**src/rtl/stopwatch_pkg.sv**
```systemverilog
// Shared types and constants for the stopwatch key front-end.
// Default timing assumes the 125 MHz system clock.
package stopwatch_pkg;

  localparam int CLK_HZ          = 125_000_000;
  localparam int DB_CYCLES_DEF   = CLK_HZ / 50;  // 20 ms
  localparam int LONG_CYCLES_DEF = CLK_HZ;       // 1 s

  typedef enum logic [1:0] {
    IDLE    = 2'd0,
    PRESSED = 2'd1,
    HELD    = 2'd2
  } key_state_t;

  // Counter width for a terminal count of n-1; never narrower than one bit.
  function automatic int cnt_w(input int n);
    return (n > 2) ? $clog2(n) : 1;
  endfunction

endpackage

```
**src/rtl/key_debounce.sv**
```systemverilog
// Two-flop synchronizer plus counter debouncer for one raw button.
// KEY_DB follows a stable KEY_IN change exactly 2+DB_CYCLES cycles later.
module key_debounce
  import stopwatch_pkg::*;
#(
  parameter int DB_CYCLES = DB_CYCLES_DEF
) (
  input  logic CLK,
  input  logic RST,
  input  logic KEY_IN,
  output logic KEY_DB
);

  localparam int              CW       = cnt_w(DB_CYCLES);
  localparam logic [CW-1:0]   CNT_LAST = CW'(DB_CYCLES - 1);

  logic          r_sync1;
  logic          r_key_s;
  logic          r_key_db;
  logic [CW-1:0] r_cnt;

  // Any disagreement between the synchronized and accepted levels must last
  // DB_CYCLES consecutive cycles; a single agreeing cycle restarts the count.
  always_ff @(posedge CLK or posedge RST) begin
    if (RST) begin
      r_sync1  <= 1'b0;
      r_key_s  <= 1'b0;
      r_key_db <= 1'b0;
      r_cnt    <= '0;
    end else begin
      r_sync1 <= KEY_IN;
      r_key_s <= r_sync1;
      if (r_key_s == r_key_db) begin
        r_cnt <= '0;
      end else if (r_cnt == CNT_LAST) begin
        r_key_db <= r_key_s;
        r_cnt    <= '0;
      end else begin
        r_cnt <= r_cnt + CW'(1);
      end
    end
  end

  assign KEY_DB = r_key_db;

endmodule

```
**src/rtl/key_ctrl.sv**
```systemverilog
// Push-button front-end: debounced press tracking and stopwatch run/stop level.
// Optional long-press clear is compiled in with KEY_LONGPRESS_CLR_EN.
module key_ctrl
  import stopwatch_pkg::*;
#(
  parameter int DB_CYCLES   = DB_CYCLES_DEF,
  parameter int LONG_CYCLES = LONG_CYCLES_DEF
) (
  input  logic CLK,
  input  logic RST,
  input  logic KEY,
  output logic STR_STP,
  output logic PRESS_PULSE,
  output logic CLR
);

  if (DB_CYCLES < 2 || LONG_CYCLES <= DB_CYCLES) begin : g_bad_params
    $error("key_ctrl: need DB_CYCLES >= 2 and LONG_CYCLES > DB_CYCLES");
  end

  logic       w_key_db;
  logic       w_rise;
  logic       w_fall;
  logic       w_toggle;
  logic       r_key_db_d;
  logic       r_press_pulse;
  logic       r_str_stp;
  logic       r_clr;
  key_state_t r_state;

  key_debounce #(
    .DB_CYCLES (DB_CYCLES)
  ) u_debounce (
    .CLK    (CLK),
    .RST    (RST),
    .KEY_IN (KEY),
    .KEY_DB (w_key_db)
  );

  assign w_rise =  w_key_db & ~r_key_db_d;
  assign w_fall = ~w_key_db &  r_key_db_d;

`ifdef KEY_LONGPRESS_CLR_EN
  localparam int            LW        = cnt_w(LONG_CYCLES);
  localparam logic [LW-1:0] LONG_LAST = LW'(LONG_CYCLES - 1);

  logic [LW-1:0] r_long_cnt;
  logic          r_rel_toggle;

  // Toggle waits for the release so a long-press can cancel it.
  assign w_toggle = r_rel_toggle;

  always_ff @(posedge CLK or posedge RST) begin
    if (RST) begin
      r_state       <= IDLE;
      r_key_db_d    <= 1'b0;
      r_press_pulse <= 1'b0;
      r_rel_toggle  <= 1'b0;
      r_str_stp     <= 1'b0;
      r_clr         <= 1'b0;
      r_long_cnt    <= '0;
    end else begin
      r_key_db_d    <= w_key_db;
      r_press_pulse <= 1'b0;
      r_rel_toggle  <= 1'b0;
      r_clr         <= 1'b0;
      if (w_toggle) begin
        r_str_stp <= ~r_str_stp;
      end
      case (r_state)
        IDLE: begin
          r_long_cnt <= '0;
          if (w_rise) begin
            r_state       <= PRESSED;
            r_press_pulse <= 1'b1;
          end
        end
        PRESSED: begin
          if (w_fall) begin
            r_state      <= IDLE;
            r_rel_toggle <= 1'b1;
            r_long_cnt   <= '0;
          end else if (r_long_cnt == LONG_LAST) begin
            r_state    <= HELD;
            r_clr      <= 1'b1;
            r_str_stp  <= 1'b0;
            r_long_cnt <= '0;
          end else begin
            r_long_cnt <= r_long_cnt + LW'(1);
          end
        end
        HELD: begin
          if (w_fall) begin
            r_state <= IDLE;
          end
        end
        default: r_state <= IDLE;
      endcase
    end
  end
`else
  // Each accepted press flips the run level one cycle after its strobe.
  assign w_toggle = r_press_pulse;

  always_ff @(posedge CLK or posedge RST) begin
    if (RST) begin
      r_state       <= IDLE;
      r_key_db_d    <= 1'b0;
      r_press_pulse <= 1'b0;
      r_str_stp     <= 1'b0;
      r_clr         <= 1'b0;
    end else begin
      r_key_db_d    <= w_key_db;
      r_press_pulse <= 1'b0;
      r_clr         <= 1'b0;
      if (w_toggle) begin
        r_str_stp <= ~r_str_stp;
      end
      case (r_state)
        IDLE: begin
          if (w_rise) begin
            r_state       <= PRESSED;
            r_press_pulse <= 1'b1;
          end
        end
        PRESSED, HELD: begin
          if (w_fall) begin
            r_state <= IDLE;
          end
        end
        default: r_state <= IDLE;
      endcase
    end
  end
`endif

  assign STR_STP     = r_str_stp;
  assign PRESS_PULSE = r_press_pulse;
  assign CLR         = r_clr;

endmodule

```
**config.mk**
```make
export PLATFORM = sky130hd
export DESIGN_NAME = key_ctrl
export DESIGN_NICKNAME = d
export VERILOG_FILES = /design/src/rtl/stopwatch_pkg.sv /design/src/rtl/key_debounce.sv /design/src/rtl/key_ctrl.sv
export SDC_FILE = /design/constraint.sdc
export NUM_CORES = 1
export LEC_CHECK = 0
export CAP_MARGIN = 20
export CORE_ASPECT_RATIO = 0.75
export CORE_MARGIN = 2
export CORE_UTILIZATION = 55
export CTS_CLUSTER_DIAMETER = 200
export DETAILED_ROUTE_END_ITERATION = 12
export PLACE_DENSITY_LB_ADDON = 0.05
export REMOVE_ABC_BUFFERS = 1
export SLEW_MARGIN = 20
export SYNTH_ARGS = -nofsm -noshare
export SYNTH_HDL_FRONTEND = slang
export SYNTH_HIERARCHICAL = 1
export SYNTH_SLANG_ARGS = --single-unit
```
**constraint.sdc**
```tcl
create_clock -name CLK -period 2 [get_ports CLK]
set_input_delay 0.5 -clock CLK [delete_from_list [all_inputs] [get_ports CLK]]
set_output_delay 0.5 -clock CLK [all_outputs]
set_load 0.01 [all_outputs]
```
==> impl_metrics.csv, run 1 <==
group,metric,value,unit
status,outcome,"finished clean",
logic_synthesis,syn_avg_cell_area,9.923,um2
cells_and_area,antenna_cells,0,
global_route,grt_max_degree,26,
timing,slew-limit-headroom,60.44,%
logic_synthesis,synth_seq_cells,29,
placement,place_hpwl,2.088,mm
worst_setup_path,critPathKind,"reg -> reg",
timing,setup_ws,213.4,ps
die,die_area,0.003026,mm2
power,p_sw,0.2261,mW
clock_tree,postCtsSetupBuffers,0,
routing,finalWirelength,3.017,mm
routing,drt_pass1_iterations,4,
worst_setup_path,path_delay_family,"simple AND/OR/NAND/NOR gates",
cells_and_area,nFillCells,208,
logic_synthesis,yosys_warnings,6,
worst_setup_path,critical-path-max-stage-delay,480,ps
timing,holdWs,385.3,ps
timing,finalCritPeriodShare,89.33,%
power,total_power,0.9721,mW
logic_synthesis,synthArstFlopShare,100.0,%
cells_and_area,fin_nets,157,
worst_setup_path,crit_chain,"nand4_1, or3_1, or4_4, a21oi_2",
power,p_int,0.7459,mW
cells_and_area,utilization,65.09,%
power,p_per_area,626.5,mW/mm2
logic_synthesis,synth-edff-count,0,
routing,dr.first_iter.drc_count,108,
timing,tightest_slew,588.0,ps
worst_setup_path,critPathArrivalTime,2050,ps
job,drv_cap,0,
worst_setup_path,slowest_stage,"dfrtp_1",
power,swShare,23.26,%
clock_tree,cts_tree,"yes",
worst_setup_path,r2r-end,"u_debounce/r_cnt[19]",
global_route,grt_usage,24.74,%
cells_and_area,fin_cells,187,
clock_tree,cts-resized-gates,0,
worst_setup_path,crit_buf_inv,0,
global_route,grt_pass1_wl,5.354,mm
power,p_comb_share,4.2,%
worst_setup_path,r2r-start,"u_debounce/r_cnt[5]",
power,leakage,0.6449,nW
global_route,grt-ovfl-total,0,
placement,port-buffer-count,4,
placement,gp_congestion,0.8827,
timing,fin_crit,1787,ps
timing,hold_violations,0,
worst_setup_path,crit_fanout,7,
power,ir_worst_vdd,0.5166,mV
clock_tree,htree_levels,2,
global_route,antenna_found_initial,0,
die,core,0.002384,mm2
clock_tree,cts_buffers,5,
logic_synthesis,synth_cell_types,35,
cells_and_area,area_delta_synth_final,8.582,%
die,die_w,62.86,um
clock_tree,cts_hold_buf,0,
timing,drv_slew,0,
cells_and_area,design_area,0.001551,mm2
worst_setup_path,crit_required,2260,ps
logic_synthesis,ys.flop_type,"dfrtp_1",
timing,rsz0062_at_grt,"no",
routing,route.detailed.drc,0,
clock_tree,cts.sinks,29,
placement,dp_cells,179,
clock_tree,cts-root-buf,"clkbuf_4",
placement,pre_cts_ws,255.0,ps
routing,ant_nets,0,
die,initial_core_util,59.95,%
global_route,grt_pass1_vias,1143,
timing,fin_worst_skew,6.450,ps
routing,vias,1120,
routing,via_per_inst,5.989,
worst_setup_path,reg2reg_depth,4,
clock_tree,clk_pin_slew,90,ps
placement,placed_area,0.001503,mm2
power,power_frac_clock,34.0,%
logic_synthesis,ys_seq_area_share,50.79,%
cells_and_area,drive_gt1_share,11.11,%
die,rows,15,
logic_synthesis,syn-cell-area,0.001429,mm2
clock_tree,clk_latency,330,ps
timing,setup_tns,0,ps
worst_setup_path,reg2reg_setup_slack,210,ps
hold_path,min_path_type,"in -> async",
timing,fmax,0.5597,GHz
timing,finalSetupViolCount,0,
clock_tree,clockBufferDepth,2,
power,p_seq_share,61.9,%
die,die_h,48.14,um
routing,routedWlPerCell,16.13,um
worst_setup_path,crit_path_end_kind,"flop",
logic_synthesis,netlist_instances,144,
worst_setup_path,critPathLaunchType,"flop",
die,num_io_pins,6,
-- Yosys cell counts (2+ instances only) --
cell type	number	area, um2
and3_1	2	12.51
nor4b_1	2	17.52
nor3_1	3	15.01
o21ai_0	6	30.03
nand2_1	6	22.52
xor2_1	9	78.83
buf_2	4	20.02
o31ai_1	2	15.01
nand4_1	10	62.56
nand3_1	9	45.04
xnor2_1	5	43.79
nor2_1	18	67.56
a21oi_1	6	30.03
inv_1	5	18.77
and4_1	2	17.52
nor4_1	4	25.02
dfrtp_1	29	725.7
or3_1	4	25.02
ha_1	2	25.02
-- state kept, by name (all words and copies together), names as in the netlist --
signal and flops:
PRESS_PULSE 1, STR_STP 1, r_key_db_d 1, r_state 1, u_debounce/KEY_DB 1, u_debounce/r_cnt 22
u_debounce/r_key_s 1, u_debounce/r_sync1 1
-- worst register-to-register path, delay by kind of cell, from the launching register on --
family          cells  cell delay (ps)
simple gates        3             1110
compound gates      1              140
flops               1              480
-- power by group through the flow --
| stage | clock network (mW) | registers, mW | logic [mW] |
|---|---|---|---|
| after floorplan | 0 | 0.611 | 0.0245 |
| after global placement | 0 | 0.613 | 0.0398 |
| after detailed placement | 0 | 0.613 | 0.0414 |
| after CTS | 0.345 | 0.601 | 0.0416 |
| after global routing | 0.388 | 0.603 | 0.0474 |
| final | 0.330 | 0.602 | 0.0405 |
-- cell families (layout without fill, tap and decap cells) --
logic type,Yosys count,count (layout),share of synthesized area (%)
compound gates,16,16,6.480
xor+xnor,14,14,8.582
fa+ha+maj,3,3,2.539
buf+inv,11,20,3.503
flops,29,29,50.79
mux,1,1,0.7880
other cells,1,1,0.2624
simple gates,69,69,27.06
-- cell usage in the layout (no fill, tap or decap), types with 3 or more instances in the layout --
cell,netlist,layout
dfrtp_1,29,29
nor2_1,18,18
nand4_1,10,10
xor2_1,9,9
nand3_1,9,9
nand2_1,6,6
a21oi_1,6,6
inv_1,5,5
clkbuf_4,0,5
o21ai_0,6,5
xnor2_1,5,5
clkdlybuf4s50_1,0,4
nor4_1,4,4
or3_1,4,4
clkbuf_1,1,3
nor3_1,3,3
buf_4,1,3
-- how the worst max path moves through the flow --
stage                              startpoint                    to  slack (ps)  cells after the start
after floorplan           u_debounce/r_cnt[0]  u_debounce/r_cnt[10]        -420                      5
after global placement    u_debounce/r_cnt[7]  u_debounce/r_cnt[19]         310                      4
after detailed placement  u_debounce/r_cnt[7]  u_debounce/r_cnt[19]         260                      4
after CTS                             STR_STP               STR_STP         230                      1
after global routing      u_debounce/r_cnt[0]   u_debounce/r_cnt[4]         110                      6
final                     u_debounce/r_cnt[5]  u_debounce/r_cnt[19]         210                      4
-- per-layer routing --
layer | GRT usage [%] | wire (um) | vias up
met5 | 0 | 0 | -
met1 | 32.08 | 1400 | 549
li1 | - | - | 528
met3 | 9.700 | 178 | 6
met4 | 11.56 | 44 | 0
met2 | 38.06 | 1395 | 37
-- area by class of cell --
class | instances | area (um2) | share of cell area [%]
Timing Repair Buffer | 7 | 62.56 | 4.032
Clock buffer | 8 | 48.80 | 3.145
Tap cell | 34 | 42.54 | 2.742
Inverter | 5 | 18.77 | 1.210
Multi-Input combinational cell | 104 | 653.1 | 42.10
Sequential cell | 29 | 725.7 | 46.77
Power figures use the tool's default switching activity.
==> run 2: changes to the inputs <==
MAX_ROUTING_LAYER = met4   (was unset)
==> impl_metrics.csv, run 2 (synthesized netlist as in run 1, its figures left out) <==
group,metric,value,unit
cells_and_area,final_common_cell,"dfrtp_1",
worst_setup_path,critPathKind,"reg -> reg",
cells_and_area,nFillCells,200,
die,core,0.002384,mm2
global_route,grt_pass1_vias,1067,
clock_tree,cts_hold_buf,0,
timing,fin_crit,1768,ps
cells_and_area,top_register,"u_debounce/r_cnt",
worst_setup_path,crit_fanout,6,
cells_and_area,antenna_cells,0,
cells_and_area,final_cell_mix,"29 x dfrtp_1, 18 x nor2_1, 10 x nand4_1",
timing,hold_violations,0,
routing,finalWirelength,2.782,mm
status,outcome,"finished clean",
timing,finalSetupViolCount,0,
clock_tree,postCtsSetupBuffers,0,
power,p_per_area,640.6,mW/mm2
clock_tree,htree_levels,2,
cells_and_area,drive_gt1_share,11.26,%
worst_setup_path,slowest_stage,"or3_1",
placement,port-buffer-count,4,
timing,holdWs,365.1,ps
power,leakage,0.6450,nW
placement,place_hpwl,1.900,mm
die,initial_core_util,59.95,%
routing,routedWlPerCell,15.04,um
global_route,grt_pass1_wl,4.802,mm
worst_setup_path,critPathLaunchType,"flop",
clock_tree,cts.sinks,29,
routing,drt_pass1_iterations,4,
timing,finalCritPeriodShare,88.39,%
timing,setup_ws,232.3,ps
timing,fmax,0.5657,GHz
clock_tree,cts_tree,"yes",
worst_setup_path,critPathArrivalTime,2040,ps
power,p_sw,0.2226,mW
clock_tree,clk_latency,330,ps
die,die_area,0.003026,mm2
routing,vias,1079,
routing,route.detailed.drc,0,
timing,fin_worst_skew,10.25,ps
job,drv_cap,0,
global_route,grt_usage,23.13,%
die,num_io_pins,6,
power,total_power,0.9931,mW
routing,via_per_inst,5.832,
power,p_seq_share,60.5,%
power,swShare,22.42,%
clock_tree,clockBufferDepth,2,
worst_setup_path,crit_required,2270,ps
hold_path,min_path_type,"reg -> reg",
clock_tree,cts_buffers,5,
placement,dp_cells,178,
global_route,grt_max_degree,26,
timing,slew-limit-headroom,54.76,%
timing,tightest_slew,672.4,ps
cells_and_area,largest_reg_flops,22,
power,p_int,0.7705,mW
worst_setup_path,crit_buf_inv,0,
worst_setup_path,path_delay_family,"simple AND/OR/NAND/NOR gates",
timing,setup_tns,0,ps
cells_and_area,fin_cells,185,
clock_tree,clk_pin_slew,90,ps
placement,gp_congestion,0.8735,
timing,rsz0062_at_grt,"no",
cells_and_area,fin_nets,156,
power,power_frac_clock,35.6,%
global_route,grt-ovfl-total,0,
cells_and_area,area_delta_synth_final,8.494,%
worst_setup_path,crit_chain,"nand4_2, or3_1, or4_4, a21oi_2",
worst_setup_path,crit_path_end_kind,"flop",
die,die_h,48.14,um
timing,drv_slew,0,
routing,dr.first_iter.drc_count,108,
die,rows,15,
power,p_comb_share,3.9,%
routing,ant_nets,0,
power,ir_worst_vdd,0.4037,mV
worst_setup_path,critical-path-max-stage-delay,500,ps
clock_tree,cts-resized-gates,0,
clock_tree,cts-root-buf,"clkbuf_4",
die,die_w,62.86,um
global_route,antenna_found_initial,0,
placement,pre_cts_ws,256.2,ps
run 2: metal layers:
metal	part of all wire (%)	global-route usage (%)	vias up
li1	-	-	527
met1	46	27.44	507
met2	44	37.85	39
met3	8.0	7.852	6
met4	1.8	9.333	0
met5	0	-	-
run 2: metrics by stage:
stage                     utilization (%)  instance area (um2)
after floorplan                         -                 1398
after global placement              62.73                 1495
after detailed placement            62.73                 1495
after CTS                           65.04                 1550
after global routing                65.04                 1550
final                               65.04                 1550
run 2: worst paths after layout:
| path | startpoint | to | slack (ps) | cells after the start |
|---|---|---|---|---|
| worst max-delay path | u_debounce/r_cnt[9] | u_debounce/r_cnt[19] | 230 | 4 |
| worst min-delay path | u_debounce/r_sync1 | u_debounce/r_key_s | 370 | 0 |
| worst max register to register | u_debounce/r_cnt[9] | u_debounce/r_cnt[19] | 230 | 4 |
| worst min register to register | u_debounce/r_sync1 | u_debounce/r_key_s | 370 | 0 |
| max in group asynchronous | RST | u_debounce/r_cnt[5] | 1200 | 3 |
| min in group asynchronous | RST | STR_STP | 400 | 2 |
run 2: worst register-to-register path, stage by stage (launching register included):
cell     delay (ps)
dfrtp_1         460
nand4_2         160
or3_1           500
or4_4           450
a21oi_2         130
run 2: power by group through the flow:
stage / clock network (mW) / logic (mW) / registers, mW
2_1_floorplan: 0 / 0.0245 / 0.611
3_3_place_gp: 0 / 0.0385 / 0.612
3_5_place_dp: 0 / 0.0396 / 0.613
4_1_cts: 0.368 / 0.0398 / 0.601
5_1_grt: 0.398 / 0.0453 / 0.603
6_report: 0.353 / 0.0386 / 0.601
run 2: area by class of cell:
type,count,area (um2),area share [%]
sequential,29,725.7,46.81
tap,34,42.54,2.744
inverter,5,18.77,1.211
clock buffer,7,55.05,3.551
timing repair buffer,6,55.05,3.551
multi-input combinational,104,653.1,42.13
